[src/rtl/padring_pkg.sv]
// rtl/padring_pkg.sv - shared types and sizing helpers for the pad ring sequencer
package padring_pkg;

  typedef enum logic [1:0] {
    ST_FUNC  = 2'd0,
    ST_DRAIN = 2'd1,
    ST_TEST  = 2'd2
  } state_e;

  localparam int GPIO_WIDTH_DEF = 15;

  // Width of a counter that must hold values 0..n
  function automatic int cnt_w(input int n);
    return (n < 2) ? 1 : $clog2(n + 1);
  endfunction

endpackage

[src/rtl/padring_ctrl_if.sv]
// rtl/padring_ctrl_if.sv - direction-config handshake between functional core and sequencer
interface padring_ctrl_if
  import padring_pkg::*;
#(
  parameter int W = GPIO_WIDTH_DEF
);
  logic         cfg_valid;
  logic         cfg_ready;
  logic [W-1:0] cfg_oe;

  modport master (output cfg_valid, output cfg_oe, input cfg_ready);
  modport slave  (input cfg_valid, input cfg_oe, output cfg_ready);
endinterface

[src/rtl/padring_tm_sync.sv]
// rtl/padring_tm_sync.sv - pad_tm synchronizer and debounce, produces a stable mode request
module padring_tm_sync
  import padring_pkg::*;
#(
  parameter int SYNC_STAGES = 2,
  parameter int TM_DEBOUNCE = 4
) (
  input  logic clk,
  input  logic rst,
  input  logic pad_tm_in,
  output logic tm_stable
);
  localparam int DW = cnt_w(TM_DEBOUNCE);
  localparam logic [DW-1:0] DEB_LAST = DW'(TM_DEBOUNCE - 1);

  logic [SYNC_STAGES-1:0] sync_q, sync_d;
  logic [DW-1:0]          cnt_q, cnt_d;
  logic                   tm_stable_q, tm_stable_d;
  logic                   tm_sync;

  always_comb begin
    sync_d      = {sync_q[SYNC_STAGES-2:0], pad_tm_in};
    tm_sync     = sync_q[SYNC_STAGES-1];
    cnt_d       = '0;
    tm_stable_d = tm_stable_q;
    // Any cycle agreeing with the current mode restarts the debounce window
    if (tm_sync != tm_stable_q) begin
      if (cnt_q == DEB_LAST) begin
        tm_stable_d = tm_sync;
      end else begin
        cnt_d = cnt_q + 1'b1;
      end
    end
  end

  always_ff @(posedge clk) begin
    if (rst) begin
      sync_q      <= '0;
      cnt_q       <= '0;
      tm_stable_q <= 1'b0;
    end else begin
      sync_q      <= sync_d;
      cnt_q       <= cnt_d;
      tm_stable_q <= tm_stable_d;
    end
  end

  assign tm_stable = tm_stable_q;
endmodule

[src/rtl/padring_ctrl.sv]
// rtl/padring_ctrl.sv - pad ownership FSM with turnaround-separated direction changes
module padring_ctrl
  import padring_pkg::*;
#(
  parameter int GPIO_WIDTH  = GPIO_WIDTH_DEF,
  parameter int SYNC_STAGES = 2,
  parameter int TM_DEBOUNCE = 4,
  parameter int TURN_CYCLES = 2
) (
  input  logic                  clk,
  input  logic                  rst,
  input  logic                  pad_tm_in,
  padring_ctrl_if.slave         cfg,
  input  logic [GPIO_WIDTH-1:0] func_out,
  input  logic [GPIO_WIDTH-1:0] test_oe,
  input  logic [GPIO_WIDTH-1:0] test_out,
  output logic [GPIO_WIDTH-1:0] pad_oe,
  output logic [GPIO_WIDTH-1:0] pad_out,
  output logic                  tmode,
  output logic                  busy
);
  localparam int TW = cnt_w(TURN_CYCLES);
  localparam logic [TW-1:0] TURN_LOAD = TW'(TURN_CYCLES - 1);

  state_e                state_q, state_d, target_q, target_d, want;
  logic [GPIO_WIDTH-1:0] oe_reg_q, oe_reg_d, pad_oe_q, pad_oe_d, pad_out_q, pad_out_d;
  logic [TW-1:0]         turn_cnt_q, turn_cnt_d;
  logic                  turn_pend_q, turn_pend_d;
  logic                  cfg_ready_q, cfg_ready_d, busy_q, busy_d, tmode_q, tmode_d;
  logic                  tm_stable, accept;
  logic [GPIO_WIDTH-1:0] rise;

  padring_tm_sync #(
    .SYNC_STAGES (SYNC_STAGES),
    .TM_DEBOUNCE (TM_DEBOUNCE)
  ) u_tm (
    .clk       (clk),
    .rst       (rst),
    .pad_tm_in (pad_tm_in),
    .tm_stable (tm_stable)
  );

  always_comb begin
    state_d     = state_q;
    target_d    = target_q;
    oe_reg_d    = oe_reg_q;
    pad_oe_d    = pad_oe_q;
    turn_cnt_d  = turn_cnt_q;
    turn_pend_d = turn_pend_q;
    cfg_ready_d = cfg_ready_q;
    busy_d      = busy_q;
    accept      = cfg.cfg_valid & cfg_ready_q;
    rise        = cfg.cfg_oe & ~oe_reg_q;
    want        = tm_stable ? ST_TEST : ST_FUNC;
    case (state_q)
      ST_FUNC: begin
        if (accept) oe_reg_d = cfg.cfg_oe;
        if (tm_stable) begin
          state_d     = ST_DRAIN;
          target_d    = ST_TEST;
          turn_cnt_d  = TURN_LOAD;
          turn_pend_d = 1'b0;
          pad_oe_d    = '0;
          cfg_ready_d = 1'b0;
          busy_d      = 1'b1;
        end else if (accept && (|rise)) begin
          // Release dropped drivers now; newly enabled ones wait out the turnaround
          turn_pend_d = 1'b1;
          turn_cnt_d  = TURN_LOAD;
          pad_oe_d    = pad_oe_q & cfg.cfg_oe;
          cfg_ready_d = 1'b0;
          busy_d      = 1'b1;
        end else if (accept) begin
          pad_oe_d = cfg.cfg_oe;
        end else if (turn_pend_q) begin
          if (turn_cnt_q == '0) begin
            turn_pend_d = 1'b0;
            pad_oe_d    = oe_reg_q;
            cfg_ready_d = 1'b1;
            busy_d      = 1'b0;
          end else begin
            turn_cnt_d = turn_cnt_q - 1'b1;
          end
        end else begin
          pad_oe_d    = oe_reg_q;
          cfg_ready_d = 1'b1;
          busy_d      = 1'b0;
        end
      end
      ST_DRAIN: begin
        pad_oe_d    = '0;
        cfg_ready_d = 1'b0;
        busy_d      = 1'b1;
        if (want != target_q) begin
          target_d   = want;
          turn_cnt_d = TURN_LOAD;
        end else if (turn_cnt_q == '0) begin
          state_d = target_q;
          busy_d  = 1'b0;
          if (target_q == ST_FUNC) begin
            pad_oe_d    = oe_reg_q;
            cfg_ready_d = 1'b1;
          end else begin
            pad_oe_d = test_oe;
          end
        end else begin
          turn_cnt_d = turn_cnt_q - 1'b1;
        end
      end
      ST_TEST: begin
        pad_oe_d    = test_oe;
        cfg_ready_d = 1'b0;
        busy_d      = 1'b0;
        if (!tm_stable) begin
          state_d    = ST_DRAIN;
          target_d   = ST_FUNC;
          turn_cnt_d = TURN_LOAD;
          pad_oe_d   = '0;
          busy_d     = 1'b1;
        end
      end
      default: begin
        state_d  = ST_FUNC;
        pad_oe_d = '0;
      end
    endcase
    tmode_d   = (state_d == ST_TEST);
    pad_out_d = (tmode_d ? test_out : func_out) & pad_oe_d;
  end

  always_ff @(posedge clk) begin
    if (rst) begin
      state_q     <= ST_FUNC;
      target_q    <= ST_FUNC;
      oe_reg_q    <= '0;
      pad_oe_q    <= '0;
      pad_out_q   <= '0;
      turn_cnt_q  <= '0;
      turn_pend_q <= 1'b0;
      cfg_ready_q <= 1'b0;
      busy_q      <= 1'b0;
      tmode_q     <= 1'b0;
    end else begin
      state_q     <= state_d;
      target_q    <= target_d;
      oe_reg_q    <= oe_reg_d;
      pad_oe_q    <= pad_oe_d;
      pad_out_q   <= pad_out_d;
      turn_cnt_q  <= turn_cnt_d;
      turn_pend_q <= turn_pend_d;
      cfg_ready_q <= cfg_ready_d;
      busy_q      <= busy_d;
      tmode_q     <= tmode_d;
    end
  end

  assign cfg.cfg_ready = cfg_ready_q;
  assign pad_oe        = pad_oe_q;
  assign pad_out       = pad_out_q;
  assign tmode         = tmode_q;
  assign busy          = busy_q;
endmodule

[src/flat_wrapper.sv]
// flat-port wrapper written by rule: the top's interface ports become plain ports
module padring_ctrl_flat import padring_pkg::*;
#(
  parameter int GPIO_WIDTH  = GPIO_WIDTH_DEF,
  parameter int SYNC_STAGES = 2,
  parameter int TM_DEBOUNCE = 4,
  parameter int TURN_CYCLES = 2
)
  (clk, rst, pad_tm_in, func_out, test_oe, test_out, pad_oe, pad_out, tmode, busy, cfg_cfg_valid, cfg_cfg_oe, cfg_cfg_ready);
  padring_ctrl_if #(.W((15))) cfg_i ();
  input  logic clk;
  input  logic rst;
  input  logic pad_tm_in;
  input  logic [GPIO_WIDTH-1:0] func_out;
  input  logic [GPIO_WIDTH-1:0] test_oe;
  input  logic [GPIO_WIDTH-1:0] test_out;
  output logic [GPIO_WIDTH-1:0] pad_oe;
  output logic [GPIO_WIDTH-1:0] pad_out;
  output logic tmode;
  output logic busy;
  input wire logic [$bits(cfg_i.cfg_valid)-1:0] cfg_cfg_valid;
  input wire logic [$bits(cfg_i.cfg_oe)-1:0] cfg_cfg_oe;
  output wire logic [$bits(cfg_i.cfg_ready)-1:0] cfg_cfg_ready;
  assign cfg_i.cfg_valid = cfg_cfg_valid;
  assign cfg_i.cfg_oe = cfg_cfg_oe;
  assign cfg_cfg_ready = cfg_i.cfg_ready;
  padring_ctrl #(.GPIO_WIDTH(GPIO_WIDTH), .SYNC_STAGES(SYNC_STAGES), .TM_DEBOUNCE(TM_DEBOUNCE), .TURN_CYCLES(TURN_CYCLES)) u_core (.clk(clk), .rst(rst), .pad_tm_in(pad_tm_in), .cfg(cfg_i), .func_out(func_out), .test_oe(test_oe), .test_out(test_out), .pad_oe(pad_oe), .pad_out(pad_out), .tmode(tmode), .busy(busy));
endmodule
[config.mk]
export PLATFORM = sky130hd
export DESIGN_NAME = padring_ctrl_flat
export DESIGN_NICKNAME = d
export VERILOG_FILES = /design/src/rtl/padring_pkg.sv /design/src/rtl/padring_ctrl_if.sv /design/src/rtl/padring_tm_sync.sv /design/src/rtl/padring_ctrl.sv /design/src/flat_wrapper.sv
export SDC_FILE = /design/constraint.sdc
export NUM_CORES = 1
export LEC_CHECK = 0
export CAP_MARGIN = 10
export CORE_ASPECT_RATIO = 1.5
export CORE_MARGIN = 5
export CORE_UTILIZATION = 49
export CTS_BUF_LIST = sky130_fd_sc_hd__clkbuf_2
export CTS_CLUSTER_DIAMETER = 80
export CTS_CLUSTER_SIZE = 8
export DETAILED_ROUTE_END_ITERATION = 6
export PLACE_DENSITY_LB_ADDON = 0.12
export SYNTH_ARGS = -nofsm -noshare
export SYNTH_HDL_FRONTEND = slang
export SYNTH_SLANG_ARGS = --single-unit
[constraint.sdc]
create_clock -name clk -period 2.6 [get_ports clk]
set_clock_uncertainty 0.2 [all_clocks]
set_input_delay 0.52 -clock clk [delete_from_list [all_inputs] [get_ports clk]]
set_output_delay 0.52 -clock clk [all_outputs]
set_load 0.02 [all_outputs]
==> results of run 1 <==
logic make-up after synthesis:
group / Yosys count / share of synthesized area, %
DFF: 60 / 37.1
AOI/OAI and AO/OA: 118 / 25.1
buffers and inverters: 50 / 6.42
and+or+nand+nor: 144 / 22.3
xor gates and xnor gates: 2 / 0.542
muxes: 17 / 5.84
adders and majority gates: 7 / 2.71
power by group:
group          total (mW)  switching [mW]  internal (mW)  leakage [nW]
clock network       0.580           0.363          0.216        0.0653
logic               0.374           0.169          0.205          1.24
registers           0.987          0.0260          0.961         0.489
total                1.94           0.558           1.38          1.79
area by class of cell:
type                    count  area, µm²
clock buffers               9       45.0
clock inverters             7       67.6
fillers                   558       1990
inverters                  25       93.8
multi-input cells         288       1840
flip-flops and latches     60       1200
well taps                  76       95.1
repair buffers            118       1150
layer usage:
layer | GRT usage [%] | vias up
met2 | 41.3 | 132
li1 | - | 1599
met5 | 0 | -
met3 | 6.56 | 19
met4 | 11.9 | 0
met1 | 24.6 | 1515
cells in the final DEF (no fill, tap or decap), types with 2 or more instances in the layout:
| master | instances |
|---|---|
| clkbuf_2 | 9 |
| a31oi_1 | 2 |
| mux2_2 | 5 |
| and2_1 | 18 |
| a21oi_1 | 23 |
| or2_2 | 3 |
| ha_1 | 6 |
| nand2_1 | 44 |
| nand2b_1 | 11 |
| mux2_1 | 10 |
| o21a_1 | 4 |
| buf_4 | 20 |
| dfxtp_1 | 60 |
| mux2i_1 | 2 |
| buf_12 | 2 |
| nor4_1 | 3 |
| a32oi_1 | 15 |
| or3_1 | 5 |
| o2111ai_1 | 3 |
| o21ai_0 | 17 |
| nor2b_1 | 7 |
| clkinvlp_4 | 2 |
| a211o_1 | 3 |
| clkdlybuf4s50_1 | 96 |
| a21o_1 | 23 |
| o22ai_1 | 17 |
| nor2_1 | 32 |
| clkinv_2 | 2 |
| inv_1 | 25 |
| o21bai_1 | 2 |
| nor3_1 | 11 |
state kept, by name, summed over array words and instances (netlist names):
signal,count
u_core.busy,1
u_core.cfg.cfg_ready,1
u_core.oe_reg_q,15
u_core.pad_oe,15
u_core.pad_out,15
u_core.state_q,2
u_core.target_q,1
u_core.tmode,1
u_core.turn_cnt_q,2
u_core.turn_pend_q,1
u_core.u_tm.cnt_q,3
u_core.u_tm.sync_q,2
u_core.u_tm.tm_stable,1
worst max path at each step:
stage / depth (start not counted) / slack [ns] / endpoint
3_3_place_gp: 7 / 0.003 / u_core.busy
4_1_cts: 9 / 0.04 / u_core.pad_out[2]
6_report: 9 / 0.11 / u_core.pad_out[11]
2_1_floorplan: 9 / 0.18 / u_core.pad_out[10]
5_1_grt: 9 / 0.02 / u_core.pad_out[8]
3_5_place_dp: 6 / -0.08 / u_core.turn_cnt_q[0]
stage by stage:
stage	hold WS [ns]	setup WS, ns	cells	utilization, %	total power, mW
floorplan	0.199	0.178	398	-	1.17
global placement	0.207	0.00310	567	67.3	1.37
detailed placement	0.218	-0.0754	567	67.3	1.38
CTS	0.241	0.0412	583	69.1	1.96
global route	0.261	0.0181	583	69.3	2.03
finish	0.235	0.106	583	69.3	1.94
critical path: stages, from the launching register on:
cell and delay (ns):
dfxtp_1 0.47, inv_1 0.12, ha_1 0.22, nor2b_4 0.15, o21ai_0 0.26, o311a_4 0.28
nor3_4 0.05, buf_12 0.17, mux2_1 0.31, and2_1 0.15
==> metrics, run 1 <==
Hold Crit Depth 1; Period Utilization, post-route between 90% and 100%; synth cell count leaders dfxtp_1 (60), nand2_1 (45), nor2_1 (32); pins over their slew limit 0; Crit Path Max Fanout 15; startpoint types flip-flop; drt initial violations 240; share of layout cells above drive strength 1 10.7%; Antenna Cells 0; row cnt 36; Slew @ Worst Pin just under 0.6 ns; Crit Path Category reg -> reg; crit end category flip-flop; Syn Area/Cell between 8 and 9 µm²; largest net degree at the start of global routing 27; post-cts repair resize count 0; vias in the first global route approximately 3300; Final ANT Viol Nets 0; Finished Cell Area ~4500 µm²; synth warn 0; Final HPWL DP 7160 µm; Netlist Area Pre-Place approximately 3200 µm²; Die X between 70 and 80 µm; nets approximately 570; drt first pass iters 4; cell taking the most area after synthesis dfxtp_1; Syn Inst Count about 400; Crit Reg-Reg Endpoint u_core.pad_out[11]; PortBufs 96; flop2flop setup slack roughly 0.11 ns; most frequent cell after synthesis dfxtp_1; Final min period ~2.5 ns; register area share after synthesis 37.1%; Top-Level Pins 97; hold path start u_core.u_tm.cnt_q[0]; met2 WL 5000 µm; Vias 3265; worst skew pair latency around 0.49 ns; Reg clk slew, reported paths between 0.15 and 0.2 ns; Root Driver clkbuf_2; unrepaired setup endpoints after global routing no; routed length on met1 around 3600 µm; VDD IR max approximately 0.00046 V; Post-synth top flop dfxtp_1; Arr. time, crit path between 2 and 3 ns; total track usage approximately 23%; placed cell area roughly 4400 µm²; residual overflow from global routing 0; drt total wl about 9600 µm; FFs w/ async S/R, synth 0%; status finished, final reports clean; WP data required ~2.8 ns; total of max-cap violations 0; EDFF count, synth 0; top post-synthesis cells by area dfxtp_1 (37%), a21o_1 (5.3%), nand2_1 (5.2%), a32oi_1 (4.1%), nor2_1 (3.7%); antenna violations before repair 0; sink of the worst hold path u_core.u_tm.cnt_q[0]; Pleak between 1.5 and 2 nW; H-Tree Depth 3; Die Area between 8000 and 9000 µm²; Syn Nets between 400 and 500; drt drc 0; Die Y between 100 and 150 µm; Synth Register Bits 60; Avg Vias per Cell between 5 and 6; R2R cell count 9; cts bufs inserted 9; Power Density 432 nW/µm²; reg2reg start u_core.state_q[1]; Worst Setup SP u_core.state_q[1]; per-cell routed wire length around 16 µm; CTS tree built; Setup TNS 0 ns; core area ~6500 µm²; met3 WL 743 µm; Max Freq about 0.40 GHz; Cell variety after synth 49; clock buffer depth 2; Final setup viols 0; Post CTS Setup Buffer Count 0; worst hold path type reg -> reg; Area Overhead vs Synth 38.9%; Slew HR between 60% and 70%; clock sinks 60; first-pass GRT wire length approximately 15000 µm; uppermost layer routed met4; Post-CTS Hold Fix Bufs 0; Starting Density 49.9%; routability cong. slightly below 0.9; share of the synthesized area in the top cell type 37.1%; Hold Fails Final Rpt 0
No activity file was read; power rests on OpenSTA's default activity.
==> inputs of run 2 (changes only) <==
CORE_MARGIN = not set   (was 5)
clock period = 2.4 ns   (was 2.6 ns; I/O delays follow)
==> run 2 against run 1 <==
Effect of this change:
- design area increased by 4.8%
- first-iteration DRC count shrank 29%
- flip-flop and latch count did not move
- sequential power is 8% higher
- largest cell class unchanged
- highest routed layer unchanged
==> metrics, run 2 (synthesized netlist as in run 1, its figures left out) <==
status finished, final reports clean; cts bufs inserted 9; vias in the first global route 3272; flop2flop setup slack between 0.08 and 0.09 ns; final setup margin 0.0900 ns; Critical-path top delay cell dfxtp_4; PortBufs 96; met3 WL just under 600 µm; commonest non-fill, non-tap cells in the layout clkdlybuf4s50_1 (95), dfxtp_1 (57), nand2_1 (45), buf_4 (41), nor2_1 (32); Die Area 6940 µm²; FILL cells about 500; largest net degree at the start of global routing 26; Root Driver clkbuf_2; final cell count without fillers 604; Power Density between 400 and 500 nW/µm²; WP data required 2.63 ns; CP peak stage delay roughly 0.42 ns; reg2reg start u_core.state_q[0]; Crit Reg-Reg Endpoint u_core.pad_out[3]; Die Y around 100 µm; VDD IR max ~0.00044 V; total track usage 29.3%; Starting Density about half; uppermost layer routed met4; Final HPWL DP approximately 7000 µm; clock buffer depth 2; met2 WL about 5100 µm; Pleak between 1.5 and 2 nW; Crit path buffers/inverters 3; dpl ws -0.232 ns; Final min period 2.31 ns; hold path start u_core.u_tm.cnt_q[0]; Max Freq about 0.43 GHz; sink of the worst hold path u_core.u_tm.cnt_q[0]; Area Overhead vs Synth 45.6%; Vias ~3400; Arr. time, crit path 2.54 ns; worst skew pair latency 0.53 ns; Avg Vias per Cell ~5.5; share of layout cells above drive strength 1 around 16%; Storage cell area about 1200 µm²; total of max-cap violations 0; routed length on met1 ~3800 µm; Reg clk slew, reported paths 0.18 ns; drt total wl just under 10000 µm; Post-CTS Hold Fix Bufs 0; Top-Level Pins between 90 and 100; core area approximately 6300 µm²; Final setup viols 0; Crit Path Category reg -> reg; Slew @ Worst Pin approximately 0.61 ns; per-cell routed wire length ~16 µm; Hold Fails Final Rpt 0; Hold Crit Depth 1; first-pass GRT wire length between 10000 and 15000 µm; most common cell after layout, fill and taps aside clkdlybuf4s50_1; residual overflow from global routing 0; Slew HR between 50% and 60%; crit end category flip-flop; CTS tree built; startpoint types flip-flop; antenna violations before repair 0; drt first pass iters 5; placed cell count roughly 600; H-Tree Depth 3; row cnt 35; Antenna Cells 0; Die X slightly below 70 µm; clock sinks 60; critical-path cell list inv_2 > ha_1 > buf_4 > mux2i_1 > a22oi_2 > nor3_4 > buf_12 > mux2_2 > and2_1; Final ANT Viol Nets 0; Crit Path Max Fanout 10; critical path's top delay family multiplexers; drt initial violations between 150 and 200; R2R cell count 9; Period Utilization, post-route a little over nine tenths; pins over their slew limit 0; drt drc 0; nets approximately 600; Post CTS Setup Buffer Count 0; multi-input logic area 1860 µm²; worst hold path type reg -> reg; routability cong. 0.873
==> run 2: final cells by class <==
cell class,instances,share of cell area [%]
Multi-Input combinational cell,288,39.6
Sequential cell,60,25.6
Tap cell,74,1.97
Clock buffer,11,1.17
Inverter,25,2.05
Clock inverter,5,1.12
Timing Repair Buffer,141,28.5
==> run 2: report_power, final <==
group | internal, mW | switching [mW]
Sequential | 1.04 | 0.0269
Combinational | 0.240 | 0.186
Clock | 0.244 | 0.402
==> run 2: per-stage QoR <==
stage               instance area [µm²]  util (%)  hold WS [ns]  power [mW]  TNS, ns
floorplan                          3240         -         0.199        1.27        0
global placement                   4550      72.7         0.209        1.51   -0.716
detailed placement                 4550      72.7         0.215        1.51    -1.19
CTS                                4660      74.5         0.237        2.15        0
global route                       4710      75.2         0.259        2.23  -0.0616
finish                             4710      75.2         0.232        2.14        0
==> run 2: routing by layer <==
metal  up-vias  GRT usage [%]
met5         -              0
met4         0           14.1
met3        17           7.66
met2       132           52.7
met1      1556           30.4
li1       1647              -
==> run 2: worst max path at each step <==
| stage | startpoint | to | slack (ns) | cells past startpoint |
|---|---|---|---|---|
| final | u_core.state_q[0] | u_core.pad_out[3] | 0.09 | 9 |
| after global routing | u_core.turn_cnt_q[1] | u_core.pad_out[8] | -0.02 | 7 |
| after CTS | u_core.cfg.cfg_ready | cfg_cfg_ready | 0.006 | 2 |
| after detailed placement | cfg_cfg_oe[5] | u_core.turn_cnt_q[0] | -0.23 | 6 |
| after global placement | cfg_cfg_oe[5] | u_core.busy | -0.17 | 7 |
| after floorplan | u_core.state_q[1] | u_core.pad_out[10] | 0.0006 | 8 |
==> run 2: worst reg2reg max path, delay by kind of cell, from the launching register on <==
| family | cells | cell delay [ns] |
|---|---|---|
| buffers and inverters | 3 | 0.41 |
| muxes | 2 | 0.49 |
| and+or+nand+nor | 2 | 0.39 |
| adders and majority gates | 1 | 0.21 |
| AOI/OAI and AO/OA | 1 | 0.12 |
| DFF | 1 | 0.42 |
==> run 2: timing repair <==
item	in CTS	in global routing
resized for setup	2	13
pin swaps	0	1
setup endpoints to repair	9	16
hold endpoints to repair	0	0
